[config.mk]
export PLATFORM = sky130hd
export DESIGN_NAME = uart_rx_fifo_flat
export DESIGN_NICKNAME = d
export VERILOG_FILES = /design/src/rtl/uart_rx_fifo_if.sv /design/src/rtl/uart_rx_fifo.sv /design/src/flat_wrapper.sv
export SDC_FILE = /design/constraint.sdc
export NUM_CORES = 1
export LEC_CHECK = 0
export CAP_MARGIN = 25
export CELL_PAD_IN_SITES_DETAIL_PLACEMENT = 1
export CELL_PAD_IN_SITES_GLOBAL_PLACEMENT = 1
export CORE_ASPECT_RATIO = 1.1
export CORE_MARGIN = 2
export CORE_UTILIZATION = 45
export DETAILED_ROUTE_END_ITERATION = 8
export DONT_BUFFER_PORTS = 1
export GPL_TIMING_DRIVEN = 0
export PLACE_DENSITY = 0.7
export SLEW_MARGIN = 5
export SYNTH_ARGS = -nofsm -noshare
export SYNTH_HDL_FRONTEND = slang
export SYNTH_SLANG_ARGS = --single-unit
[constraint.sdc]
create_clock -name wb_clk_i -period 3.9 [get_ports wb_clk_i]
set_clock_uncertainty 0.1 [all_clocks]
set_input_delay 1.17 -clock wb_clk_i [delete_from_list [all_inputs] [get_ports wb_clk_i]]
set_output_delay 1.17 -clock wb_clk_i [all_outputs]
set_load 0.01 [all_outputs]
[src/rtl/uart_rx_fifo_if.sv]
// rtl/uart_rx_fifo_if.sv - receive stream, FIFO status and error-flag bundle for uart_rx_fifo
interface uart_rx_fifo_if #(
    parameter int DEPTH = 4
) ();
    localparam int CNT_W = $clog2(DEPTH) + 1;

    logic             rx;
    logic [7:0]       rx_data;
    logic             rx_valid;
    logic             rx_ready;
    logic [CNT_W-1:0] count;
    logic             frame_err;
    logic             overrun;
    logic             err_clr;
    logic             irq;

    modport slave (
        input  rx, rx_ready, err_clr,
        output rx_data, rx_valid, count, frame_err, overrun, irq
    );

    modport master (
        output rx, rx_ready, err_clr,
        input  rx_data, rx_valid, count, frame_err, overrun, irq
    );
endinterface

[src/rtl/uart_rx_fifo.sv]
// rtl/uart_rx_fifo.sv - 8N1 UART receiver with byte FIFO, sticky error flags and level irq
module uart_rx_fifo #(
    parameter int CLKS_PER_BIT = 4167,
    parameter int DEPTH        = 4
) (
    input  logic          wb_clk_i,
    input  logic          wb_rst_i,
    uart_rx_fifo_if.slave bus
);
    localparam int CW = $clog2(CLKS_PER_BIT);
    localparam int H  = CLKS_PER_BIT / 2;
    localparam int AW = $clog2(DEPTH);
    localparam logic [CW-1:0] C_LAST = CW'(CLKS_PER_BIT - 1);
    localparam logic [CW-1:0] C_HALF = CW'(H - 1);

    typedef enum logic [2:0] {
        S_IDLE,
        S_START,
        S_DATA,
        S_STOP,
        S_WAIT_HI
    } state_t;

    logic          r_rx_meta;
    logic          r_rxs;
    state_t        r_state;
    state_t        w_state_nxt;
    logic [CW-1:0] r_cnt;
    logic [CW-1:0] w_cnt_nxt;
    logic [2:0]    r_bit;
    logic [2:0]    w_bit_nxt;
    logic [7:0]    r_shift;
    logic [7:0]    w_shift_nxt;
    logic          w_push_req;
    logic          w_frame_set;
    logic          r_push_pend;
    logic [7:0]    r_push_byte;

    logic [7:0]    r_mem [DEPTH];
    logic [AW:0]   r_wptr;
    logic [AW:0]   r_rptr;
    logic          w_empty;
    logic          w_full;
    logic          w_pop;
    logic          w_wr;
    logic          w_ovr_set;
    logic          r_frame_err;
    logic          r_overrun;
    logic          r_irq;

    always_ff @(posedge wb_clk_i) begin
        if (wb_rst_i) begin
            r_rx_meta   <= 1'b1;
            r_rxs       <= 1'b1;
            r_state     <= S_IDLE;
            r_cnt       <= '0;
            r_bit       <= '0;
            r_shift     <= '0;
            r_push_pend <= 1'b0;
            r_push_byte <= '0;
        end else begin
            r_rx_meta   <= bus.rx;
            r_rxs       <= r_rx_meta;
            r_state     <= w_state_nxt;
            r_cnt       <= w_cnt_nxt;
            r_bit       <= w_bit_nxt;
            r_shift     <= w_shift_nxt;
            r_push_pend <= w_push_req;
            r_push_byte <= r_shift;
        end
    end

    // Counter restarts on every state change and every sample, so each
    // sample lands one full bit period after the previous one.
    always_comb begin
        w_state_nxt = r_state;
        w_cnt_nxt   = r_cnt + 1'b1;
        w_bit_nxt   = r_bit;
        w_shift_nxt = r_shift;
        w_push_req  = 1'b0;
        w_frame_set = 1'b0;
        case (r_state)
            S_IDLE: begin
                w_cnt_nxt = '0;
                if (!r_rxs) begin
                    w_state_nxt = S_START;
                end
            end
            S_START: begin
                if (r_cnt == C_HALF) begin
                    w_cnt_nxt = '0;
                    if (!r_rxs) begin
                        w_state_nxt = S_DATA;
                        w_bit_nxt   = '0;
                    end else begin
                        w_state_nxt = S_IDLE;
                    end
                end
            end
            S_DATA: begin
                if (r_cnt == C_LAST) begin
                    w_cnt_nxt   = '0;
                    w_shift_nxt = {r_rxs, r_shift[7:1]};
                    w_bit_nxt   = r_bit + 1'b1;
                    if (r_bit == 3'd7) begin
                        w_state_nxt = S_STOP;
                    end
                end
            end
            S_STOP: begin
                if (r_cnt == C_LAST) begin
                    w_cnt_nxt = '0;
                    if (r_rxs) begin
                        w_push_req  = 1'b1;
                        w_state_nxt = S_IDLE;
                    end else begin
                        w_frame_set = 1'b1;
                        w_state_nxt = S_WAIT_HI;
                    end
                end
            end
            S_WAIT_HI: begin
                w_cnt_nxt = '0;
                if (r_rxs) begin
                    w_state_nxt = S_IDLE;
                end
            end
            default: begin
                w_cnt_nxt   = '0;
                w_state_nxt = S_IDLE;
            end
        endcase
    end

    assign w_empty   = (r_wptr == r_rptr);
    assign w_full    = (r_wptr[AW] != r_rptr[AW]) && (r_wptr[AW-1:0] == r_rptr[AW-1:0]);
    assign w_pop     = !w_empty && bus.rx_ready;
    // A pop in the same cycle frees the slot, so a push into a full FIFO is still accepted.
    assign w_wr      = r_push_pend && (!w_full || w_pop);
    assign w_ovr_set = r_push_pend && w_full && !w_pop;

    always_ff @(posedge wb_clk_i) begin
        if (wb_rst_i) begin
            r_wptr <= '0;
            r_rptr <= '0;
            for (int i = 0; i < DEPTH; i++) begin
                r_mem[i] <= '0;
            end
        end else begin
            if (w_wr) begin
                r_mem[r_wptr[AW-1:0]] <= r_push_byte;
                r_wptr                <= r_wptr + 1'b1;
            end
            if (w_pop) begin
                r_rptr <= r_rptr + 1'b1;
            end
        end
    end

    always_ff @(posedge wb_clk_i) begin
        if (wb_rst_i) begin
            r_frame_err <= 1'b0;
            r_overrun   <= 1'b0;
            r_irq       <= 1'b0;
        end else begin
            r_frame_err <= w_frame_set | (r_frame_err & ~bus.err_clr);
            r_overrun   <= w_ovr_set | (r_overrun & ~bus.err_clr);
            r_irq       <= !w_empty | r_frame_err | r_overrun;
        end
    end

    assign bus.rx_data   = r_mem[r_rptr[AW-1:0]];
    assign bus.rx_valid  = !w_empty;
    assign bus.count     = r_wptr - r_rptr;
    assign bus.frame_err = r_frame_err;
    assign bus.overrun   = r_overrun;
    assign bus.irq       = r_irq;
endmodule

[src/flat_wrapper.sv]
// flat-port wrapper written by rule: the top's interface ports become plain ports
module uart_rx_fifo_flat 
#(
    parameter int CLKS_PER_BIT = 4167,
    parameter int DEPTH        = 4
)
  (wb_clk_i, wb_rst_i, bus_rx, bus_rx_ready, bus_err_clr, bus_rx_data, bus_rx_valid, bus_count, bus_frame_err, bus_overrun, bus_irq);
  uart_rx_fifo_if #(.DEPTH(DEPTH)) bus_i ();
  input  logic wb_clk_i;
  input  logic wb_rst_i;
  input wire logic [$bits(bus_i.rx)-1:0] bus_rx;
  input wire logic [$bits(bus_i.rx_ready)-1:0] bus_rx_ready;
  input wire logic [$bits(bus_i.err_clr)-1:0] bus_err_clr;
  output wire logic [$bits(bus_i.rx_data)-1:0] bus_rx_data;
  output wire logic [$bits(bus_i.rx_valid)-1:0] bus_rx_valid;
  output wire logic [$bits(bus_i.count)-1:0] bus_count;
  output wire logic [$bits(bus_i.frame_err)-1:0] bus_frame_err;
  output wire logic [$bits(bus_i.overrun)-1:0] bus_overrun;
  output wire logic [$bits(bus_i.irq)-1:0] bus_irq;
  assign bus_i.rx = bus_rx;
  assign bus_i.rx_ready = bus_rx_ready;
  assign bus_i.err_clr = bus_err_clr;
  assign bus_rx_data = bus_i.rx_data;
  assign bus_rx_valid = bus_i.rx_valid;
  assign bus_count = bus_i.count;
  assign bus_frame_err = bus_i.frame_err;
  assign bus_overrun = bus_i.overrun;
  assign bus_irq = bus_i.irq;
  uart_rx_fifo #(.CLKS_PER_BIT(CLKS_PER_BIT), .DEPTH(DEPTH)) u_core (.wb_clk_i(wb_clk_i), .wb_rst_i(wb_rst_i), .bus(bus_i));
endmodule
==> run_results.csv, run 1 <==
group,metric,value,unit
synth,ys_types,50,
pwr,p_leak,1.406,nW
sta,layout_setup_ws,823.7,ps
sta,fin_crit,3076,ps
synth,synth_top_cells_by_count,"49 x dfxtp_1, 41 x nor2_1, 35 x and2_1",
setup_path,start_kind,"register",
clocking,numCtsBuffers,9,
placement,portBuffers,0,
pwr,intPower,1.271,mW
sta,hold_slack,317.0,ps
final_layout,drive_gt1_frac,0.1500,
final_layout,syn2layout_area_growth,10.12,%
clocking,cts_resized,0,
global_routing,grt_start_max_net_pins,16,
setup_path,worstPathArrival,1810,ps
routing,vias,2185,
clocking,clk_pin_slew,90,ps
sta,setup_tns,0,ps
die,rows,34,
sta,hold_violations,0,
synth,synth.avg_cell_area,11.71,um^2
synth,synth_seq_area_share,0.5453,
synth,syn_area,3561,um^2
sta,relSlewSlack,0.4040,
global_routing,grt_use_total,0.1703,
clocking,clock_latency,340,ps
die,ios,20,
final_layout,antenna-diode-count,0,
synth,yosysTopAreaCell,"dfxtp_1",
placement,pre_cts_slack,493.7,ps
synth,synth_seq_cells,81,
synth,synth-edff-count,32,
setup_path,worstPathRequired,2630,ps
sta,rsz0062_at_grt,"no",
synth,synth_compound_area_frac,0.05657,
synth,ys_async_sr_fraction,0,
pwr,ir_worst_vdd,0.1910,mV
synth,synth_fp_nets,318,
clocking,ctsHoldBuffers,0,
placement,placedCellCount,412,
synth,synth_cells,304,
clocking,clkSinkCount,81,
synth,synth.area.mux_share,0.07906,
synth,synth_fa_ha_area_frac,0.03373,
outcome,status,"completed",
routing,drt-vias-per-instance,5.105,
synth,synth_area_leaders,"dfxtp_1 28%, edfxtp_1 27%, and2_1 6.1%, mux4_2 5.1%, nor2_1 4.3%",
routing,ant_nets,0,
global_routing,grt_pass1_vias,2362,
pwr,p_comb_frac,0.024,
synth,yosys.area_share.simple,0.2207,
global_routing,antenna_found_initial,0,
routing,dr.pass1.iters,4,
routing,routed_wl,6.442,mm
global_routing,overflow,0,
sta,setup_viol,0,
sta,final-max-slew-violation-count,0,
synth,synth_ff_type,"dfxtp_1",
placement,dp_hpwl,4.747,mm
setup_path,cp-end-kind,"output port",
setup_path,r2r_start,"u_core.r_wptr[0]",
clocking,cts_tree,"yes",
clocking,htree_num_levels,3,
synth,ys.warnings.count,0,
final_layout,instances_no_fill,428,
clocking,clock_path_buffers,2,
hold_path,hp-class,"reg2reg",
setup_path,cp_max_fo,8,
hold_path,min-delay-start,"u_core.r_rx_meta",
final_layout,final_cell_area,3921,um^2
sta,fin_crit_sh,0.7888,
pwr,powerDensity,413.9,nW/um^2
die,die_w,88.82,um
sta,tightest_slew,892.2,ps
global_routing,grt_pass1_wl,11.32,mm
placement,dpl_cell_area,3696,um^2
synth,synthXorXnorAreaFrac,0.04181,
clocking,post_cts_buffers,0,
synth,synth_top_area_share,0.2755,
placement,gp_congestion,0.7843,
die,core_area,7785,um^2
routing,routedWlPerCell,15.05,um
hold_path,hold_path_depth,1,
pwr,seq_power_share,0.553,
hold_path,min_to,"u_core.r_rxs",
setup_path,r2r-end,"u_core.r_mem[1][4]",
final_layout,fin_nets,329,
setup_path,worstSetupPathType,"reg2out",
job,maxCapViolCount,0,
synth,synth_top_family_by_area,"simple AND/OR/NAND/NOR gates",
pwr,clock_power_share,0.424,
die,die_area,8642,um^2
pwr,p_switching,0.3514,mW
synth,synth.most_common_cell,"dfxtp_1",
routing,drc_errors,0,
die,start_util,0.4574,
setup_path,rr_worst_depth,6,
sta,max_clock_freq,325.1,MHz
die,die_h,97.30,um
routing,initialDrtViolationCount,83,
pwr,switching_share,0.2165,
clocking,clockRootBuffer,"clkbuf_8",
setup_path,rrSetupSlack,1330,ps
## placed cells by master, fill, tap and decap left out, types with 9 or more instances in the layout
cell      synthesis  final
nand3_1           9      9
inv_1             9      9
nand2_1           9      9
and2_1           35     35
dfxtp_1          49     49
nor2b_1          11     11
nor2_1           41     41
clkbuf_8          0      9
xor2_1           10     10
mux2i_1           9      9
edfxtp_1         32     32
## kinds of logic after synthesis
group                    Yosys count
buffers and inverters             19
multiplexers                      18
adder cells (fa/ha/maj)            9
AND/OR/NAND/NOR                  135
AO/OA/AOI/OAI                     25
flip-flops                        81
XOR/XNOR                          17
## worst max-delay path, stage by stage (launching register included)
cell and delay (ps):
dfxtp_1 310, clkbuf_1 510, mux4_2 630
## registers in the layout, summed over array words and instances (netlist names), named ones only
register	cells
u_core.r_wptr	3
u_core.bus.overrun	1
u_core.r_cnt	13
u_core.r_rx_meta	1
u_core.r_bit	3
u_core.r_push_byte	8
u_core.r_rptr	3
u_core.bus.frame_err	1
u_core.bus.irq	1
u_core.r_rxs	1
u_core.r_state	3
u_core.r_mem	32
u_core.r_shift	8
u_core.r_push_pend	1
## routing by layer
metal	vias to the layer above	GRT usage	wire, um
li1	1088	-	-
met5	-	0	0
met4	0	0.06993	115
met1	1071	0.2047	2823
met2	17	0.2968	3397
met3	9	0.02549	106
## final cells by class
class | count | area, um^2
flip-flops and latches | 81 | 1942
clock buffers | 9 | 123.9
plain buffers | 10 | 47.55
clock inverters | 7 | 101.3
multi-input cells | 204 | 1538
inverters | 9 | 33.78
fillers | 847 | 3864
well taps | 108 | 135.1
## power groups by stage
stage,logic (mW),registers (mW),clock network (mW)
global placement,0.0390,0.916,0
CTS,0.0399,0.897,0.707
global route,0.0444,0.899,0.740
finish,0.0388,0.897,0.687
detailed placement,0.0398,0.917,0
floorplan,0.0300,0.914,0
## stage by stage
stage | utilization | power [mW]
after global routing | 0.5037 | 1.684
final | 0.5037 | 1.623
after CTS | 0.5037 | 1.644
after global placement | 0.4748 | 0.9551
after detailed placement | 0.4748 | 0.9567
after floorplan | - | 0.9438
## worst max-delay path by stage
stage | from | end | slack [ps] | cells past startpoint
after global routing | register | bus_rx_data[6] | 700 | 2
final | register | bus_rx_data[7] | 820 | 2
after detailed placement | wb_rst_i | u_core.r_mem[3][7] | 490 | 4
after floorplan | wb_rst_i | u_core.r_mem[3][0] | 1070 | 4
after CTS | register | bus_rx_data[6] | 770 | 2
after global placement | wb_rst_i | u_core.r_mem[3][5] | 520 | 4
(Power assumes the default switching activity.)
==> inputs of run 2 (changes only) <==
--- a/config.mk
+++ b/config.mk
@@ -14,7 +14,7 @@
 export DETAILED_ROUTE_END_ITERATION = 8
 export DONT_BUFFER_PORTS = 1
 export GPL_TIMING_DRIVEN = 0
-export PLACE_DENSITY = 0.7
+export PLACE_DENSITY = 0.72
 export SLEW_MARGIN = 5
 export SYNTH_ARGS = -nofsm -noshare
 export SYNTH_HDL_FRONTEND = slang
==> constraint.sdc (replaced) <==
create_clock -name wb_clk_i -period 2.55 [get_ports wb_clk_i]
set_clock_uncertainty 0.1 [all_clocks]
set_input_delay 0.765 -clock wb_clk_i [delete_from_list [all_inputs] [get_ports wb_clk_i]]
set_output_delay 0.765 -clock wb_clk_i [all_outputs]
set_load 0.01 [all_outputs]
==> run_results.csv, run 2 (synthesized netlist as in run 1, its figures left out) <==
group,metric,value,unit
setup_path,worstSetupPathType,"reg2out",
final_layout,fill_cells,838,
setup_path,critPathBufInv,1,
sta,layout_setup_ws,62.07,ps
global_routing,grt_start_max_net_pins,17,
sta,hold_slack,328.4,ps
die,die_w,88.82,um
pwr,powerDensity,588.8,nW/um^2
sta,relSlewSlack,0.5853,
setup_path,start_kind,"register",
routing,initialDrtViolationCount,77,
clocking,cts_tree,"yes",
final_layout,top_register,"u_core.r_mem",
final_layout,regArea,1948,um^2
setup_path,critPathTopFamily,"adder cells",
final_layout,final_common_cell,"dfxtp_1",
hold_path,min_to,"u_core.r_rxs",
final_layout,mostFrequentLayoutCells,"46 x dfxtp_1, 41 x nor2_1, 35 x and2_1, 32 x edfxtp_1, 11 x nor2b_1",
routing,drc_errors,0,
clocking,clkSinkCount,81,
clocking,htree_num_levels,3,
global_routing,grt_pass1_vias,2325,
setup_path,rr_worst_depth,6,
setup_path,worstPathArrival,1620,ps
placement,gp_congestion,0.7631,
clocking,numCtsBuffers,9,
final_layout,fin_nets,329,
routing,routedWlPerCell,15.36,um
setup_path,r2r-end,"u_core.r_mem[0][5]",
setup_path,path_cells,"inv_2 -> ha_1 -> fa_1 -> xnor2_2",
global_routing,grt_use_total,0.1720,
routing,ant_nets,0,
setup_path,r2r_start,"u_core.r_rptr[1]",
final_layout,drive_gt1_frac,0.1813,
die,die_area,8642,um^2
sta,tightest_slew,622.1,ps
die,ios,20,
setup_path,worstPathRequired,1690,ps
outcome,status,"completed",
die,rows,34,
sta,setup_viol,0,
final_layout,multi_input_area,1585,um^2
hold_path,min-delay-start,"u_core.r_rx_meta",
placement,dpl_cell_area,3696,um^2
setup_path,cp-end-kind,"output port",
sta,hold_violations,0,
sta,final-max-slew-violation-count,0,
die,core_area,7785,um^2
die,start_util,0.4574,
sta,fin_crit_sh,0.9757,
routing,dr.pass1.iters,4,
global_routing,grt_pass1_wl,11.37,mm
pwr,p_leak,1.412,nW
clocking,clk_pin_slew,90,ps
setup_path,cp_max_fo,3,
clocking,clockRootBuffer,"clkbuf_8",
hold_path,hp-class,"reg2reg",
sta,fin_crit,2488,ps
final_layout,final_cell_area,3946,um^2
clocking,clock_path_buffers,2,
final_layout,antenna-diode-count,0,
setup_path,slowest_delay,410,ps
routing,routed_wl,6.576,mm
final_layout,syn2layout_area_growth,10.82,%
placement,placedCellCount,412,
placement,pre_cts_slack,-488.9,ps
pwr,ir_worst_vdd,0.3232,mV
final_layout,instances_no_fill,428,
global_routing,antenna_found_initial,0,
clocking,clock_latency,360,ps
sta,max_clock_freq,401.9,MHz
final_layout,biggestRegsByFlops,"u_core.r_mem: 32 flops, u_core.r_cnt: 13 flops",
final_layout,largest_reg_flops,32,
setup_path,rrSetupSlack,210,ps
die,die_h,97.30,um
job,maxCapViolCount,0,
placement,portBuffers,0,
routing,drt-vias-per-instance,5.124,
routing,vias,2193,
setup_path,critPathSlowestCell,"fa_1",
placement,dp_hpwl,4.633,mm
hold_path,hold_path_depth,1,
global_routing,overflow,0,
run 2: how the worst max path moves through the flow:
stage | from | endpoint | slack, ps | cells after the start
global placement | wb_rst_i | u_core.r_mem[3][6] | -450 | 4
detailed placement | wb_rst_i | u_core.r_mem[3][6] | -490 | 4
finish | u_core.r_wptr[0] | bus_count[2] | 60 | 4
global route | u_core.r_wptr[1] | bus_count[2] | -5 | 3
floorplan | wb_rst_i | u_core.r_mem[3][0] | 120 | 4
CTS | u_core.r_wptr[0] | bus_count[2] | -40 | 4
run 2: metal layers:
| layer | routed length [um] | GRT usage | part of all wire | vias up |
|---|---|---|---|---|
| met3 | 158 | 0.03144 | 0.024 | 10 |
| li1 | - | - | - | 1086 |
| met1 | 2911 | 0.2087 | 0.44 | 1075 |
| met4 | 141 | 0.08042 | 0.021 | 0 |
| met5 | 0 | 0 | 0 | - |
| met2 | 3365 | 0.2887 | 0.51 | 22 |
run 2: what timing repair did:
| item | 4_1_cts | 5_1_grt |
|---|---|---|
| pin swaps | 1 | 1 |
| hold buffers | 0 | 0 |
| gates cloned | 0 | 0 |
| endpoints found under the hold margin | 0 | 0 |
| gates resized for setup | 6 | 9 |
| endpoints found under the setup margin | 39 | 34 |
| buffers inserted | 0 | 1 |
run 2: area by class of cell:
| cell class | instances | area share |
|---|---|---|
| sequential | 81 | 0.4937 |
| inverter | 9 | 0.008561 |
| clock inverter | 7 | 0.01680 |
| clock buffer | 9 | 0.03139 |
| tap | 108 | 0.03424 |
| timing repair buffer | 1 | 0.001902 |
| multi-input combinational | 204 | 0.4017 |
| buffer | 9 | 0.01173 |
run 2: power breakdown:
group	total [mW]	leakage, nW	switching, mW	internal (mW)
sequential	1.37	0.721	0.00883	1.36
combinational	0.0626	0.602	0.0417	0.0209
clock	0.891	0.0892	0.520	0.371
total	2.32	1.41	0.570	1.75
run 2: per-stage QoR:
stage	setup TNS (ps)	power [mW]	utilization
6_report	0	2.324	0.5069
5_1_grt	-5.094	2.402	0.5069
4_1_cts	-183.3	2.345	0.5027
3_5_place_dp	-5538	1.463	0.4748
3_3_place_gp	-4019	1.461	0.4748
2_1_floorplan	0	1.444	-
==> inputs of run 3 (changes only) <==
--- a/config.mk
+++ b/config.mk
@@ -7,14 +7,14 @@
 export LEC_CHECK = 0
 export CAP_MARGIN = 25
 export CELL_PAD_IN_SITES_DETAIL_PLACEMENT = 1
-export CELL_PAD_IN_SITES_GLOBAL_PLACEMENT = 1
+export CELL_PAD_IN_SITES_GLOBAL_PLACEMENT = 2
 export CORE_ASPECT_RATIO = 1.1
 export CORE_MARGIN = 2
-export CORE_UTILIZATION = 45
+export CORE_UTILIZATION = 39
 export DETAILED_ROUTE_END_ITERATION = 8
 export DONT_BUFFER_PORTS = 1
 export GPL_TIMING_DRIVEN = 0
-export PLACE_DENSITY = 0.72
+export PLACE_DENSITY = 0.74
 export SLEW_MARGIN = 5
 export SYNTH_ARGS = -nofsm -noshare
 export SYNTH_HDL_FRONTEND = slang
==> run_results.csv, run 3 (synthesized netlist as in run 1, its figures left out) <==
group,metric,value,unit
hold_path,hp-class,"reg2reg",
final_layout,final_common_cell,"dfxtp_1",
pwr,clock_power_share,0.391,
die,die_area,9912,um^2
setup_path,worstSetupPathType,"reg2out",
setup_path,slowest_delay,520,ps
final_layout,antenna-diode-count,0,
setup_path,worstPathRequired,1690,ps
sta,final-max-slew-violation-count,0,
global_routing,grt_busiest_layer,"met2",
placement,placedCellCount,418,
sta,tightest_slew,851.1,ps
final_layout,top_register,"u_core.r_mem",
sta,setup_viol,0,
final_layout,largest_reg_flops,32,
clocking,htree_num_levels,3,
setup_path,start_kind,"register",
setup_path,worstPathArrival,1600,ps
setup_path,cp_max_fo,5,
global_routing,grt_pass1_wl,11.76,mm
die,rows,36,
setup_path,critPathSlowestCell,"fa_2",
setup_path,rrSetupSlack,190,ps
global_routing,grtUsageMet1,0.1891,
sta,fin_crit,2464,ps
routing,routed_wl,6.917,mm
final_layout,instances_no_fill,433,
setup_path,crit_start,"u_core.r_wptr[0]",
pwr,ir_worst_vdd,0.2464,mV
global_routing,grt_pass1_vias,2323,
routing,drc_errors,0,
die,core_area,8874,um^2
routing,ant_nets,0,
global_routing,use_met3,0.03043,
clocking,clock_path_buffers,2,
pwr,seq_power_share,0.583,
sta,relSlewSlack,0.4314,
setup_path,path_cells,"inv_2 -> ha_1 -> fa_2 -> inv_1",
pwr,p_leak,1.410,nW
pwr,switching_share,0.2211,
setup_path,rr_worst_depth,6,
global_routing,grt_use_total,0.1561,
clocking,post_cts_buffers,0,
setup_path,r2r-end,"u_core.r_mem[0][1]",
setup_path,critPathCapture,"bus_count[1]",
job,maxCapViolCount,0,
final_layout,syn2layout_area_growth,10.58,%
routing,drt-vias-per-instance,4.991,
pwr,powerDensity,597.4,nW/um^2
setup_path,r2r_start,"u_core.r_rptr[1]",
sta,hold_violations,0,
pwr,total_power,2.352,mW
final_layout,biggestRegsByFlops,"u_core.r_mem: 32 flops, u_core.r_cnt: 13 flops",
sta,max_clock_freq,405.9,MHz
clocking,clk_pin_slew,80,ps
clocking,clock_latency,350,ps
die,ios,20,
routing,routedWlPerCell,15.97,um
global_routing,overflow,0,
placement,portBuffers,0,
sta,fin_crit_sh,0.9662,
clocking,numCtsBuffers,9,
routing,dr.pass1.iters,4,
die,start_util,0.4013,
sta,setup_tns,0,ps
pwr,p_switching,0.5201,mW
clocking,cts_tree,"yes",
placement,dp_hpwl,4.965,mm
placement,gp_congestion,0.7777,
placement,pre_cts_slack,-495.1,ps
clocking,clockRootBuffer,"clkbuf_8",
die,die_w,95.11,um
routing,initialDrtViolationCount,37,
routing,vias,2161,
final_layout,drive_gt1_frac,0.1724,
clocking,clkSinkCount,81,
global_routing,grt_start_max_net_pins,15,
final_layout,fin_nets,328,
sta,rsz0062_at_grt,"no",
global_routing,antenna_found_initial,0,
pwr,intPower,1.832,mW
die,die_h,104.2,um
final_layout,fill_cells,962,
outcome,status,"completed",
pwr,p_comb_frac,0.026,
sta,layout_setup_ws,86.07,ps
final_layout,mostFrequentLayoutCells,"46 x dfxtp_1, 41 x nor2_1, 35 x and2_1, 32 x edfxtp_1, 11 x nor2b_1",
global_routing,grt_use_met2,0.2636,
setup_path,cp-end-kind,"output port",
-- run 3: critical path: cells and delay by family, from the launching register on --
kind / cells / cell delay (ps)
adder cells (fa/ha/maj): 2 / 720
flip-flops: 1 / 400
buffers and inverters: 2 / 130
-- run 3: worst min-delay path by stage --
stage	startpoint	to	slack, ps	cells after the start
2_1_floorplan	u_core.r_rx_meta	u_core.r_rxs	290	1
6_report	u_core.r_rx_meta	u_core.r_rxs	320	1
5_1_grt	u_core.r_rx_meta	u_core.r_rxs	340	1
3_3_place_gp	u_core.r_rx_meta	u_core.r_rxs	300	1
3_5_place_dp	u_core.r_rx_meta	u_core.r_rxs	300	1
4_1_cts	u_core.r_rx_meta	u_core.r_rxs	320	1
-- run 3: layer usage --
metal / up-vias / share of wire / wire [um]
li1: 1087 / - / -
met1: 1047 / 0.46 / 3171
met2: 18 / 0.51 / 3504
met3: 9 / 0.021 / 143
met4: 0 / 0.014 / 98
met5: - / 0 / 0
-- run 3: power by group through the flow --
stage	Combinational, mW	Clock (mW)	Sequential, mW
after global routing	0.0690	1.01	1.37
after CTS	0.0627	0.949	1.37
final	0.0608	0.920	1.37
after global placement	0.0602	0	1.40
after floorplan	0.0459	0	1.40
after detailed placement	0.0615	0	1.40
-- run 3: repair_timing --
| action | in CTS | in global routing |
|---|---|---|
| hold buffers | 0 | 0 |
| resized for setup | 8 | 5 |
| setup endpoints to repair | 34 | 18 |
-- run 3: area by class of cell --
class / instances / area, um^2 / share of cell area
sequential: 81 / 1948 / 0.4948
tap: 114 / 142.6 / 0.03622
buffer: 9 / 46.29 / 0.01176
clock buffer: 9 / 123.9 / 0.03146
inverter: 9 / 33.78 / 0.008580
multi-input combinational: 204 / 1574 / 0.3997
clock inverter: 7 / 68.82 / 0.01748
-- run 3: metrics by stage --
step / area [um^2] / util / hold slack, ps
2_1_floorplan: 3561 / - / 289.5
3_3_place_gp: 3704 / 0.4174 / 295.5
3_5_place_dp: 3704 / 0.4174 / 299.5
4_1_cts: 3926 / 0.4425 / 320.1
5_1_grt: 3938 / 0.4437 / 344.2
6_report: 3938 / 0.4437 / 317.3
